===== config.mk =====
export PLATFORM = sky130hd
export DESIGN_NAME = mux_scanner
export DESIGN_NICKNAME = d
export VERILOG_FILES = /design/src/rtl/mux_scanner.sv
export SDC_FILE = /design/constraint.sdc
export NUM_CORES = 1
export LEC_CHECK = 0
export ABC_AREA = 1
export BUFFER_PORTS_ARGS = -buffer_cell sky130_fd_sc_hd__clkbuf_2
export CORE_ASPECT_RATIO = 1.25
export CORE_MARGIN = 1.5
export CORE_UTILIZATION = 45
export DETAILED_ROUTE_END_ITERATION = 6
export GPL_TIMING_DRIVEN = 0
export MAX_ROUTING_LAYER = met4
export PLACE_DENSITY_LB_ADDON = 0.2
export SETUP_SLACK_MARGIN = 0.15
export SLEW_MARGIN = 20
export SYNTH_ARGS = -nofsm -noshare
export SYNTH_HDL_FRONTEND = slang
export SYNTH_SLANG_ARGS = --single-unit

===== constraint.sdc =====
create_clock -name clk -period 1.9 [get_ports clk]
set_input_delay 0.19 -clock clk [delete_from_list [all_inputs] [get_ports clk]]
set_output_delay 0.19 -clock clk [all_outputs]
set_load 0.02 [all_outputs]

===== src/rtl/mux_scanner.sv =====
// mux_scanner: steps the select of an external 4:1 multiplexer through
// channels 0..3, holds each select for SETTLE_CYC cycles, samples the mux
// output at the end of each settle window and presents the 4-bit result
// as a frame behind a valid/ready handshake. A frame that completes while
// the previous one is still unaccepted is dropped and flagged on overrun.
module mux_scanner #(
    parameter int SETTLE_CYC = 2
) (
    input  logic       clk,
    input  logic       rst_n,
    input  logic       start,
    input  logic       cont,
    input  logic       din,
    output logic [1:0] sel,
    output logic [3:0] frame_data,
    output logic       frame_valid,
    input  logic       frame_ready,
    output logic       busy,
    output logic       overrun
);

    typedef enum logic {
        IDLE = 1'b0,
        SCAN = 1'b1
    } state_t;

    // Last settle count of a select window; cnt is wide enough for 16.
    localparam logic [4:0] CNT_LAST = 5'(SETTLE_CYC - 1);

    state_t     state_q, state_d;
    logic [1:0] sel_q, sel_d;
    logic [4:0] cnt_q, cnt_d;
    logic [3:0] shadow_q, shadow_d;
    logic [3:0] frame_data_q, frame_data_d;
    logic       frame_valid_q, frame_valid_d;
    logic       busy_q, busy_d;
    logic       overrun_q, overrun_d;

    logic       settle_done_s;
    logic       frame_done_s;
    logic [3:0] frame_next_s;

    // Replace one bit of a 4-bit word; used to merge the current sample
    // into the shadow so a completing frame includes its last bit.
    function automatic logic [3:0] merge_bit(
        input logic [3:0] word,
        input logic [1:0] idx,
        input logic       b
    );
        logic [3:0] res;
        res      = word;
        res[idx] = b;
        return res;
    endfunction

    // Next-state, scan sequencing and frame handshake logic.
    always_comb begin
        state_d       = state_q;
        sel_d         = sel_q;
        cnt_d         = cnt_q;
        shadow_d      = shadow_q;
        frame_data_d  = frame_data_q;
        frame_valid_d = frame_valid_q;
        busy_d        = busy_q;
        overrun_d     = overrun_q;

        settle_done_s = (state_q == SCAN) && (cnt_q == CNT_LAST);
        frame_done_s  = settle_done_s && (sel_q == 2'd3);
        frame_next_s  = merge_bit(shadow_q, sel_q, din);

        case (state_q)
            IDLE: begin
                sel_d = 2'd0;
                cnt_d = 5'd0;
                if (start) begin
                    state_d   = SCAN;
                    busy_d    = 1'b1;
                    overrun_d = 1'b0;
                end else begin
                    state_d = IDLE;
                    busy_d  = 1'b0;
                end
            end
            SCAN: begin
                if (settle_done_s) begin
                    shadow_d = frame_next_s;
                    cnt_d    = 5'd0;
                    sel_d    = sel_q + 2'd1;
                    if (frame_done_s && !cont) begin
                        state_d = IDLE;
                        busy_d  = 1'b0;
                    end else begin
                        state_d = SCAN;
                        busy_d  = 1'b1;
                    end
                end else begin
                    cnt_d = cnt_q + 5'd1;
                end
            end
            default: begin
                state_d = IDLE;
                sel_d   = 2'd0;
                cnt_d   = 5'd0;
                busy_d  = 1'b0;
            end
        endcase

        // A completing frame either replaces an accepted/empty slot or is
        // dropped; acceptance alone empties the slot.
        if (frame_done_s && (!frame_valid_q || frame_ready)) begin
            frame_data_d  = frame_next_s;
            frame_valid_d = 1'b1;
        end else if (frame_done_s) begin
            overrun_d = 1'b1;
        end else if (frame_valid_q && frame_ready) begin
            frame_valid_d = 1'b0;
        end else begin
            frame_valid_d = frame_valid_q;
        end
    end

    // State and datapath registers with asynchronous active-low reset.
    always_ff @(posedge clk or negedge rst_n) begin
        if (!rst_n) begin
            state_q       <= IDLE;
            sel_q         <= 2'd0;
            cnt_q         <= 5'd0;
            shadow_q      <= 4'd0;
            frame_data_q  <= 4'd0;
            frame_valid_q <= 1'b0;
            busy_q        <= 1'b0;
            overrun_q     <= 1'b0;
        end else begin
            state_q       <= state_d;
            sel_q         <= sel_d;
            cnt_q         <= cnt_d;
            shadow_q      <= shadow_d;
            frame_data_q  <= frame_data_d;
            frame_valid_q <= frame_valid_d;
            busy_q        <= busy_d;
            overrun_q     <= overrun_d;
        end
    end

    assign sel         = sel_q;
    assign frame_data  = frame_data_q;
    assign frame_valid = frame_valid_q;
    assign busy        = busy_q;
    assign overrun     = overrun_q;

endmodule


Word-level counts from Yosys, hierarchy flattened
Cells that the tools add are included.
{ "op_classes": {"add_sub_neg": 2, "magnitude_cmp": 2, "n_eq_ne": 4, "muxes": 20, "bitwise_logic": 1, "reduce_logical": 12} }
{ "ops": {"columns": ["cell", "n"], "rows": [
  ["2-to-1 mux 1 bit", 12],
  ["case mux 5 bit (2 select lines)", 1],
  ["logical AND 1 bit", 6],
  ["adder 5 x 1 -> 5 bit, second input constant", 1],
  ["equality test 5 x 1 -> 1 bit, second input constant", 1],
  ["2-to-1 mux 5 bit", 1],
  ["bitwise mux 4 bit", 1],
  ["!= test 2 x 1 -> 1 bit, second input constant", 2],
  ["case mux 1 bit (2 select lines)", 2],
  ["case mux 2 bit (2 select lines)", 1],
  ["AND reduction 2 bit", 2],
  ["< comparator 2 x 3 -> 1 bit, second input constant", 1],
  ["adder 2 x 1 -> 2 bit, second input constant", 1],
  ["demux 1 bit (select 2 bit)", 1],
  ["equality test 2 bit, second input constant", 1],
  ["greater-or-equal comparator 2 x 1 -> 1 bit, second input constant", 1],
  ["logical NOT 1 bit", 2],
  ["2-to-1 mux 2 bit", 1],
  ["nonzero test 2 bit", 1],
  ["logical OR 1 bit", 1],
  ["inverter 1 bit", 1]
]} }
{ "word_totals": {"ff_bits": 19, "input_bits": 6, "wordCells": 49} }

Longest topological paths before layout
Gate-level depths: netlist of run 1.
{ "logic_depth": {"ltp_word": 7, "ltp_mapped": 9, "ltp_nobuf": 9} }

Worst setup path after synthesis of run 1
No wires, ideal clock.
{ "synth_path": {"kind": "register to register", "startpoint": "reg sel_q[1] (netlist: sel[1])", "endpoint": "reg shadow_q[3]", "setup_ns": 0.127, "t_arrival_ns": 1.216, "t_required_ns": 1.773, "slack_ns": 0.557, "path_stages_with_launch": 5, "n_path_buf": 0, "path_cell_list": "dfrtp_1 > ha_1 > mux2_2 > inv_1 > o21ai_0"} }
{ "synth_between": {"elab_chain_len": 5, "word_cells_on_any_way": 6, "classes_between": "order compare (2); mux (3); reduce/logical (1)"} }
{ "synth_rtl": {"columns": ["item", "line", "text"], "rows": [
  ["start, declared", "31", "logic [1:0] sel_q, sel_d;"],
  ["start signal, assigned", "135", "sel_q <= sel_d;"],
  ["< comparator 2 x 3 -> 1 bit (not written as such) or greater-or-equal comparator 2 x 1 -> 1 bit (tied branches)", "52", "res[idx] = b;"],
  ["logical AND 1 bit (not written as such)", "52", null],
  ["2-to-1 mux 1 bit (not written as such)", "52", null],
  ["demux 1 bit (select 2 bit) *", "52", null],
  ["bitwise mux 4 bit *", "52", null],
  ["end signal, assigned", "137", "shadow_q <= shadow_d;"],
  ["end, declared", "33", "logic [3:0] shadow_q, shadow_d;"]
]} }
Every way passes the cells marked *; elsewhere a longest branch is shown, timed or not.
A chain may end at the register's enable or synchronous reset.

Worst setup path after layout of run 1
{ "layout_path": {"startpoint": "reg cnt_q[1]", "endpoint": "reg frame_data_q[0] (netlist: frame_data[0])"} }
{ "layout_between": {"elab_chain_len": 4} }
{ "layout_rtl": {"columns": ["item", "line", "text"], "rows": [
  ["start, declared", "32", "logic [4:0] cnt_q, cnt_d;"],
  ["start signal, assigned", "136", "cnt_q <= cnt_d;"],
  ["equality test 5 x 1 -> 1 bit", "67", "settle_done_s = (state_q == SCAN) && (cnt_q == CNT_LAST);"],
  ["logical AND 1 bit", "67", null],
  ["logical AND 1 bit", "68", "frame_done_s = settle_done_s && (sel_q == 2'd3);"],
  ["logical AND 1 bit", "110", "if (frame_done_s && (!frame_valid_q || frame_ready)) begin"],
  ["end signal, assigned", "138", "frame_data_q <= frame_data_d;"],
  ["end, declared", "34", "logic [3:0] frame_data_q, frame_data_d;"]
]} }
No other way between the ends.

==> results of run 1 <==
==> power breakdown <==
group          switching, mW  leakage (nW)  internal [mW]
logic                  0.403         0.279          0.257
registers              0.111         0.243          0.555
clock network          0.123        0.0177         0.0784
total                  0.636         0.540          0.890
==> registers in the layout, indices dropped and copies added, names as in the netlist <==
register / flops
shadow_q: 4
cnt_q: 5
frame_valid: 1
state_q: 1
overrun: 1
frame_data: 4
busy: 1
sel: 2
==> critical path: stages, from the launching register on <==
cell and delay [ns]:
dfrtp_1 0.42, inv_1 0.07, ha_1 0.16, nand2_2 0.07, nor2_4 0.14, nand2_4 0.11, clkinv_4 0.08, nand3_4 0.10
nand2_1 0.10, o21ai_2 0.05
==> per-stage QoR <==
stage / std cells / setup slack, ns
floorplan: 91 / 0.557
global placement: 124 / 0.539
detailed placement: 124 / 0.484
CTS: 129 / 0.447
global route: 129 / 0.349
finish: 129 / 0.489
==> routing by layer <==
metal	wire, um	global-route usage (%)	part of all wire (%)
met1	659	17.6	45
met2	721	28.1	50
met3	27	2.39	1.9
met4	42	10.6	2.9
met5	0	-	0
==> area by class of cell <==
cell class / instances / area (um^2) / share of cell area, %
Multi-Input combinational cell: 57 / 369 / 35.6
Timing Repair Buffer: 15 / 80.1 / 7.72
Clock buffer: 3 / 22.5 / 2.17
Inverter: 15 / 61.3 / 5.91
Tap cell: 19 / 23.8 / 2.29
Clock inverter: 1 / 5.00 / 0.483
Sequential cell: 19 / 475 / 45.8
==> synth_stat cells, drive strengths merged <==
| master | number | area [um^2] |
|---|---|---|
| a21oi | 1 | 5.00 |
| clkinv | 1 | 8.76 |
| dfrtp | 19 | 475 |
| ha | 6 | 75.1 |
| inv | 14 | 52.6 |
| mux2 | 4 | 45.0 |
| nand2 | 21 | 91.3 |
| nand3 | 3 | 27.5 |
| nand4 | 1 | 6.26 |
| nor2 | 7 | 33.8 |
| o21ai | 11 | 58.8 |
| xnor2 | 1 | 8.76 |
| xor2 | 2 | 17.5 |
==> path summary, 6_finish.rpt <==
path                          startpoint             to  slack, ns  cells past startpoint
min                                start        state_q       0.14                      3
max reg2reg                     cnt_q[1]  frame_data[0]       0.49                      9
min in group asynchronous          rst_n    shadow_q[0]       0.37                      2
max in group asynchronous          rst_n         sel[0]       1.20                      2
max                             cnt_q[1]  frame_data[0]       0.49                      9
min reg2reg                frame_data[0]  frame_data[0]       0.49                      2
==> cells by family (layout without fill, tap and decap cells) <==
logic type | after synthesis | count (layout) | synth area share (%)
buffers and inverters | 15 | 34 | 6.77
adder cells (fa/ha/maj) | 6 | 6 | 8.29
AND/OR/NAND/NOR | 32 | 32 | 17.5
AO/OA/AOI/OAI | 12 | 12 | 7.04
multiplexers | 4 | 4 | 4.97
flip-flops | 19 | 19 | 52.5
XOR/XNOR | 3 | 3 | 2.90
==> repair_timing <==
action                                 CTS  global route
setup buffers                            0             0
endpoints found under the hold margin   19             0
hold buffers                             1             0
==> reports/metrics.yaml, run 1 <==
vdd_drop_max_v: 0.000716
cts.sinks: 19
finalCritPeriodShare_pct: 74.3
nets: 123
grt_pass1_vias: 644
vias_per_cell: 4.98
track_usage_pct: 16.4
stdcell_area_um2: 1040
cp-start-kind: "flop"
gp_congestion: 0.683
synth_area_per_cell_um2: 9.95
cts_tree: "built"
grt_setup_unrepaired: "no"
worstMarginPinSlew_ns: 0.480
detail_route.first_pass.iterations: 4
end_kind: "flop"
ant_nets: 0
relSlewSlack_pct: 68.0
fmax_mhz: 709
place_area_um2: 1000
clk_path_buf_depth: 2
nFillCells: 176
initial_core_util_pct: 49.5
die_w_um: 43.1
via_count: 643
final_common_cell: "dfrtp_1"
status: "finished clean"
crit_arrival_ns: 1.60
drive_gt1_share_pct: 27.3
h-tree-depth: 1
cp.required_ns: 2.09
drt-initial-drc-count: 4
finalMaxSlewViolations: 0
p_leak_nw: 0.540
routedWlPerCell_um: 11.2
cts_buffers: 3
cts-resized-gates: 0
final_cell_mix: "dfrtp_1, nand2_1, clkbuf_2"
utilization_pct: 56.7
portBuffers: 14
clk_pin_slew_ns: 0.11
hpwlAfterDp_um: 1110
die_y_um: 53.2
antenna_found_initial: 0
hold_class: "in2reg"
synth-seq-area-share_pct: 52.5
final-hold-violation-count: 0
drv_cap: 0
grt_max_degree: 20
synthCells: 91
wirelength_um: 1450
die-area_um2: 2290
power_mw: 1.53
whs_ns: 0.136
syn_nets: 103
period_needed_ns: 1.41
netlist_area_um2: 906
setup_tns_ns: 0
ys_warn_count: 0
syn_to_final_growth_pct: 14.5
drc: 0
ys_types: 20
fin_skew_ns: 0.0101
ys_ff_latch: 19
cts-root-buf: "clkbuf_4"
fp-row-count: 17
powerDensity_nw_per_um2: 1470
diodes: 0
overflow: 0
ios: 15
setup_viol: 0
crit_type: "reg2reg"
critPathMaxFanout: 9
grt_pass1_wl_um: 2660
clk_latency_ns: 0.30
coreArea_um2: 1830
Power figures use the tool's default switching activity.
==> run 2, diff against run 1 <==
==> constraint.sdc (replaced) <==
create_clock -name clk -period 1.3 [get_ports clk]
set_input_delay 0.13 -clock clk [delete_from_list [all_inputs] [get_ports clk]]
set_output_delay 0.13 -clock clk [all_outputs]
set_load 0.02 [all_outputs]
==> reports/metrics.yaml, run 2 (synthesized netlist as in run 1, its figures left out) <==
status: "finished, violations left"  # was finished clean
violations: "setup timing"
nets: 130  # was 123
largest_reg_flops: 5  # unchanged
cp-start-kind: "flop"  # unchanged
grt_setup_unrepaired: "yes"  # was no
cts.sinks: 19  # unchanged
crit_type: "reg2reg"  # unchanged
diodes: 0  # unchanged
cp.required_ns: 1.50  # was 2.09 ns
worstMarginPinSlew_ns: 0.470  # was 0.480 ns
track_usage_pct: 16.6  # was 16.4%
nFillCells: 151  # was 176
via_count: 655  # was 643
powerDensity_nw_per_um2: 2240  # was 1470 nW/um^2
place_inst: 124  # unchanged
final-hold-violation-count: 0  # unchanged
whs_ns: 0.0833  # was 0.136 ns
setup_viol: 5  # was 0
final_cell_mix: "dfrtp_1, nand2_1, clkbuf_2"  # unchanged
crit_arrival_ns: 1.52  # was 1.60 ns
overflow: 0  # unchanged
stdcell_count: 136  # was 129
gp_congestion: 0.681  # was 0.683
clk_pin_slew_ns: 0.11  # about the same
hpwlAfterDp_um: 1090  # was 1110 um
fp-row-count: 17  # unchanged
grt_use_met1_pct: 17.8  # was 17.6%
die_w_um: 43.1  # unchanged
finalMaxSlewViolations: 0  # unchanged
utilization_pct: 65.0  # was 56.7%
antenna_found_initial: 0  # unchanged
vdd_drop_max_v: 0.00116  # was 0.000716 V
drc: 0  # unchanged
portBuffers: 14  # unchanged
p_leak_nw: 0.576  # was 0.540 nW
critPathMaxFanout: 8  # was 9
ant_nets: 0  # unchanged
cts_buffers: 3  # unchanged
period_needed_ns: 1.32  # was 1.41 ns
finalCritPeriodShare_pct: 102  # was 74.3%
routedWlPerCell_um: 11.7  # was 11.2 um
final_common_cell: "dfrtp_1"  # unchanged
regMostFlops: "cnt_q"  # unchanged
ios: 15  # unchanged
grtUsageMet3_pct: 2.05  # was 2.39%
clk_path_buf_depth: 2  # unchanged
detail_route.first_pass.iterations: 4  # unchanged
grt_max_degree: 20  # unchanged
grt_pass1_vias: 659  # was 644
fmax_mhz: 756  # was 709 MHz
initial_core_util_pct: 49.5  # unchanged
coreArea_um2: 1830  # unchanged
drive_gt1_share_pct: 45.3  # was 27.3%
vias_per_cell: 4.82  # was 4.98
syn_to_final_growth_pct: 31.4  # was 14.5%
cts-root-buf: "clkbuf_4"  # unchanged
relSlewSlack_pct: 68.7  # was 68.0%
hold_class: "in2reg"  # unchanged
h-tree-depth: 1  # unchanged
setup_slack_ns: -0.0235  # was 0.489 ns
drt-initial-drc-count: 3  # was 4
die-area_um2: 2290  # unchanged
fin_skew_ns: 0.00332  # was 0.0101 ns
grt_busiest_layer: "met2"  # unchanged
setup_tns_ns: -0.106  # was 0 ns
use_met2_pct: 28.6  # was 28.1%
wirelength_um: 1600  # was 1450 um
clk_latency_ns: 0.30  # about the same
die_y_um: 53.2  # unchanged
drv_cap: 0  # unchanged
cts_tree: "built"  # unchanged
grt_pass1_wl_um: 2660  # about the same
end_kind: "flop"  # unchanged
-- run 2: layout make-up --
type / instances / area [um^2] / share of cell area, %
Inverter: 15 / 66.3 / 5.57
Multi-Input combinational cell: 57 / 459 / 38.6
Timing Repair Buffer: 22 / 136 / 11.5
Clock buffer: 4 / 26.3 / 2.21
Sequential cell: 19 / 478 / 40.2
Tap cell: 19 / 23.8 / 2.00
-- run 2: what timing repair did --
action	CTS	global route
cloned	0	0
setup endpoints to repair	17	18
setup buffers	4	3
pin swaps	2	6
hold endpoints to repair	19	0
hold buffers	1	0
gates resized for setup	2	7
-- run 2: path summary, 6_finish.rpt --
check | slack [ns] | depth (start not counted) | startpoint | endpoint
max | -0.02 | 9 | cnt_q[1] | frame_data[3]
min | 0.08 | 3 | start | state_q
max reg2reg | -0.02 | 9 | cnt_q[1] | frame_data[3]
min reg2reg | 0.49 | 2 | frame_data[1] | frame_data[1]
max in group asynchronous | 0.65 | 2 | rst_n | sel[0]
min in group asynchronous | 0.30 | 2 | rst_n | frame_data[3]
-- run 2: through the flow --
step                      worst slack (ns)  power [mW]  instance area [um^2]
final                              -0.0235        2.66                  1190
after global routing                -0.114        2.87                  1190
after CTS                        -0.000956        2.55                  1140
after detailed placement           -0.0557        2.14                  1070
after global placement             -0.0221        2.10                  1070
after floorplan                     0.0700        1.88                   981
-- run 2: worst max-delay path: stages, from the launching register on --
cell      delay [ns]
dfrtp_1         0.41
inv_1           0.06
ha_2            0.17
nand2_2         0.07
nor2_4          0.12
nand2_4         0.08
clkinv_4        0.07
nand3_4         0.10
nand2_1         0.09
o21ai_1         0.06
-- run 2: power breakdown --
| part | switching (mW) | internal [mW] | leakage [nW] | total, mW |
|---|---|---|---|---|
| combinational | 0.719 | 0.621 | 0.320 | 1.34 |
| sequential | 0.203 | 0.816 | 0.241 | 1.02 |
| clock | 0.182 | 0.120 | 0.0150 | 0.302 |
| total | 1.10 | 1.56 | 0.576 | 2.66 |
-- run 2: layer usage --
layer / share of wire (%) / routed length [um]
met1: 43 / 679
met2: 52 / 837
met3: 2.9 / 46
met4: 2.1 / 33
met5: 0 / 0
==> run 3, diff against run 2 <==
--- a/config.mk
+++ b/config.mk
@@ -13,7 +13,7 @@
 export DETAILED_ROUTE_END_ITERATION = 6
 export GPL_TIMING_DRIVEN = 0
 export MAX_ROUTING_LAYER = met4
-export PLACE_DENSITY_LB_ADDON = 0.2
+export PLACE_DENSITY = 0.66
 export SETUP_SLACK_MARGIN = 0.15
 export SLEW_MARGIN = 20
 export SYNTH_ARGS = -nofsm -noshare
==> reports/metrics.yaml, run 3 (synthesized netlist as in run 1, its figures left out) <==
status: "finished clean"  # was finished, violations left
via_count: 662  # was 655
die_y_um: 53.2  # unchanged
crit_arrival_ns: 1.45  # was 1.52 ns
drt-initial-drc-count: 6  # was 3
period_needed_ns: 1.25  # was 1.32 ns
path_delay_family: "simple AND/OR/NAND/NOR gates"  # unchanged
hpwlAfterDp_um: 1130  # was 1090 um
cp-start-kind: "flop"  # unchanged
power_mw: 2.69  # was 2.66 mW
diodes: 0  # unchanged
powerDensity_nw_per_um2: 2250  # was 2240 nW/um^2
cts_buffers: 3  # unchanged
final_cell_mix: "dfrtp_1, nand2_1, clkbuf_2"  # unchanged
gp_congestion: 0.674  # was 0.681
setup_viol: 0  # was 5
final_common_cell: "dfrtp_1"  # unchanged
met3WireLength_um: 57  # was 46 um
vdd_drop_max_v: 0.00132  # was 0.00116 V
relSlewSlack_pct: 68.6  # was 68.7%
slowest_stage: "dfrtp_1"  # unchanged
routedWlPerCell_um: 11.6  # was 11.7 um
drive_gt1_share_pct: 47.4  # was 45.3%
p_clk_share_pct: 11.0  # was 11.3%
grt_pass1_wl_um: 2750  # was 2660 um
end_kind: "flop"  # unchanged
clk_latency_ns: 0.29  # was 0.30 ns
drc: 0  # unchanged
p_leak_nw: 0.581  # was 0.576 nW
overflow: 0  # unchanged
cp.required_ns: 1.49  # was 1.50 ns
syn_to_final_growth_pct: 31.8  # was 31.4%
coreArea_um2: 1830  # unchanged
wirelength_um: 1570  # was 1600 um
regMostFlops: "cnt_q"  # unchanged
finalMaxSlewViolations: 0  # unchanged
finalCritPeriodShare_pct: 96.3  # was 102%
largest_reg_flops: 5  # unchanged
crit_chain: "inv_1 > ha_2 > nand2_2 > nor2_4 > nand2_4 > clkinv_4 > nand3_4 > nand2_1 > o21ai_1"  # unchanged
routedLengthMet1_um: 693  # was 679 um
antenna_found_initial: 0  # unchanged
die_w_um: 43.1  # unchanged
grt_max_degree: 20  # unchanged
worstMarginPinSlew_ns: 0.471  # was 0.470 ns
clk_pin_slew_ns: 0.11  # about the same
critPathMaxStageDelay_ns: 0.39  # was 0.41 ns
internal_power_mw: 1.56  # about the same
pwr-share-comb_pct: 51.1  # was 50.4%
utilization_pct: 65.3  # was 65.0%
hold_class: "in2reg"  # unchanged
switching_power_mw: 1.12  # was 1.10 mW
ios: 15  # unchanged
grt_setup_unrepaired: "yes"  # unchanged
cts-root-buf: "clkbuf_4"  # unchanged
clk_path_buf_depth: 2  # unchanged
detail_route.first_pass.iterations: 3  # was 4
ant_nets: 0  # unchanged
grt_pass1_vias: 636  # was 659
crit_type: "reg2reg"  # unchanged
critPathMaxFanout: 8  # unchanged
path_buf_inv: 2  # unchanged
seqPwrFrac_pct: 37.9  # was 38.3%
dr_wl_met2_um: 804  # was 837 um
vias_per_cell: 4.90  # was 4.82
fp-row-count: 17  # unchanged
nets: 129  # was 130
die-area_um2: 2290  # unchanged
cts.sinks: 19  # unchanged
track_usage_pct: 16.9  # was 16.6%
portBuffers: 14  # unchanged
drv_cap: 0  # unchanged
fmax_mhz: 799  # was 756 MHz
p_sw_share_pct: 41.8  # was 41.5%
cts_tree: "built"  # unchanged
final-hold-violation-count: 0  # unchanged
h-tree-depth: 1  # unchanged
fin_skew_ns: 0.00852  # was 0.00332 ns
nFillCells: 145  # was 151
highest_layer: "met4"  # unchanged
initial_core_util_pct: 49.5  # unchanged
[run 3: timing repair]
action                                  CTS  global route
endpoints found under the hold margin    19             0
hold buffers                              1             0
gates resized for setup                   7             5
pin swaps                                 5             2
setup buffers                             6             0
endpoints found under the setup margin   17            18
[run 3: final cells by class]
| class | instances | area (um^2) | area share, % |
|---|---|---|---|
| timing repair buffer | 21 | 133 | 11.1 |
| clock buffer | 3 | 22.5 | 1.89 |
| tap | 19 | 23.8 | 1.99 |
| inverter | 15 | 66.3 | 5.56 |
| multi-input combinational | 57 | 465 | 39.0 |
| sequential | 19 | 478 | 40.0 |
| clock inverter | 1 | 5.00 | 0.419 |
[run 3: worst min-delay path: stages]
cell and delay (ns):
clkbuf_2 0.07, nand2_1 0.07, nand2_1 0.08
[run 3: per-layer routing]
metal	GRT usage (%)	up-vias
met5	-	-
met1	20.4	305
li1	-	338
met2	26.9	17
met3	3.41	2
met4	8.59	0
[run 3: per-stage QoR]
stage	hold WS, ns	instance area [um^2]	cells	worst slack, ns	setup TNS (ns)
after global routing	0.122	1190	135	-0.0576	-0.281
after detailed placement	0.108	1070	124	-0.0525	-0.173
after floorplan	-0.166	981	91	0.0700	0
after global placement	0.107	1070	124	-0.0256	-0.0796
after CTS	0.0897	1170	135	0.0384	0
final	0.0924	1190	135	0.0485	0
[run 3: power groups by stage]
stage / Sequential [mW] / Clock (mW) / Combinational, mW
2_1_floorplan: 1.11 / 0 / 0.771
3_3_place_gp: 1.02 / 0 / 1.08
3_5_place_dp: 1.03 / 0 / 1.12
4_1_cts: 1.02 / 0.300 / 1.32
5_1_grt: 1.05 / 0.323 / 1.51
6_report: 1.02 / 0.295 / 1.37
[run 3: path summary, 6_finish.rpt]
| kind | from | endpoint | slack [ns] | depth (start not counted) |
|---|---|---|---|---|
| worst max-delay path | cnt_q[1] | frame_data[2] | 0.05 | 9 |
| worst min-delay path | start | state_q | 0.09 | 3 |
| worst max register to register | cnt_q[1] | frame_data[2] | 0.05 | 9 |
| worst min register to register | frame_data[1] | frame_data[1] | 0.49 | 2 |
| max in group asynchronous | rst_n | sel[0] | 0.65 | 2 |
| min in group asynchronous | rst_n | frame_data[3] | 0.31 | 2 |
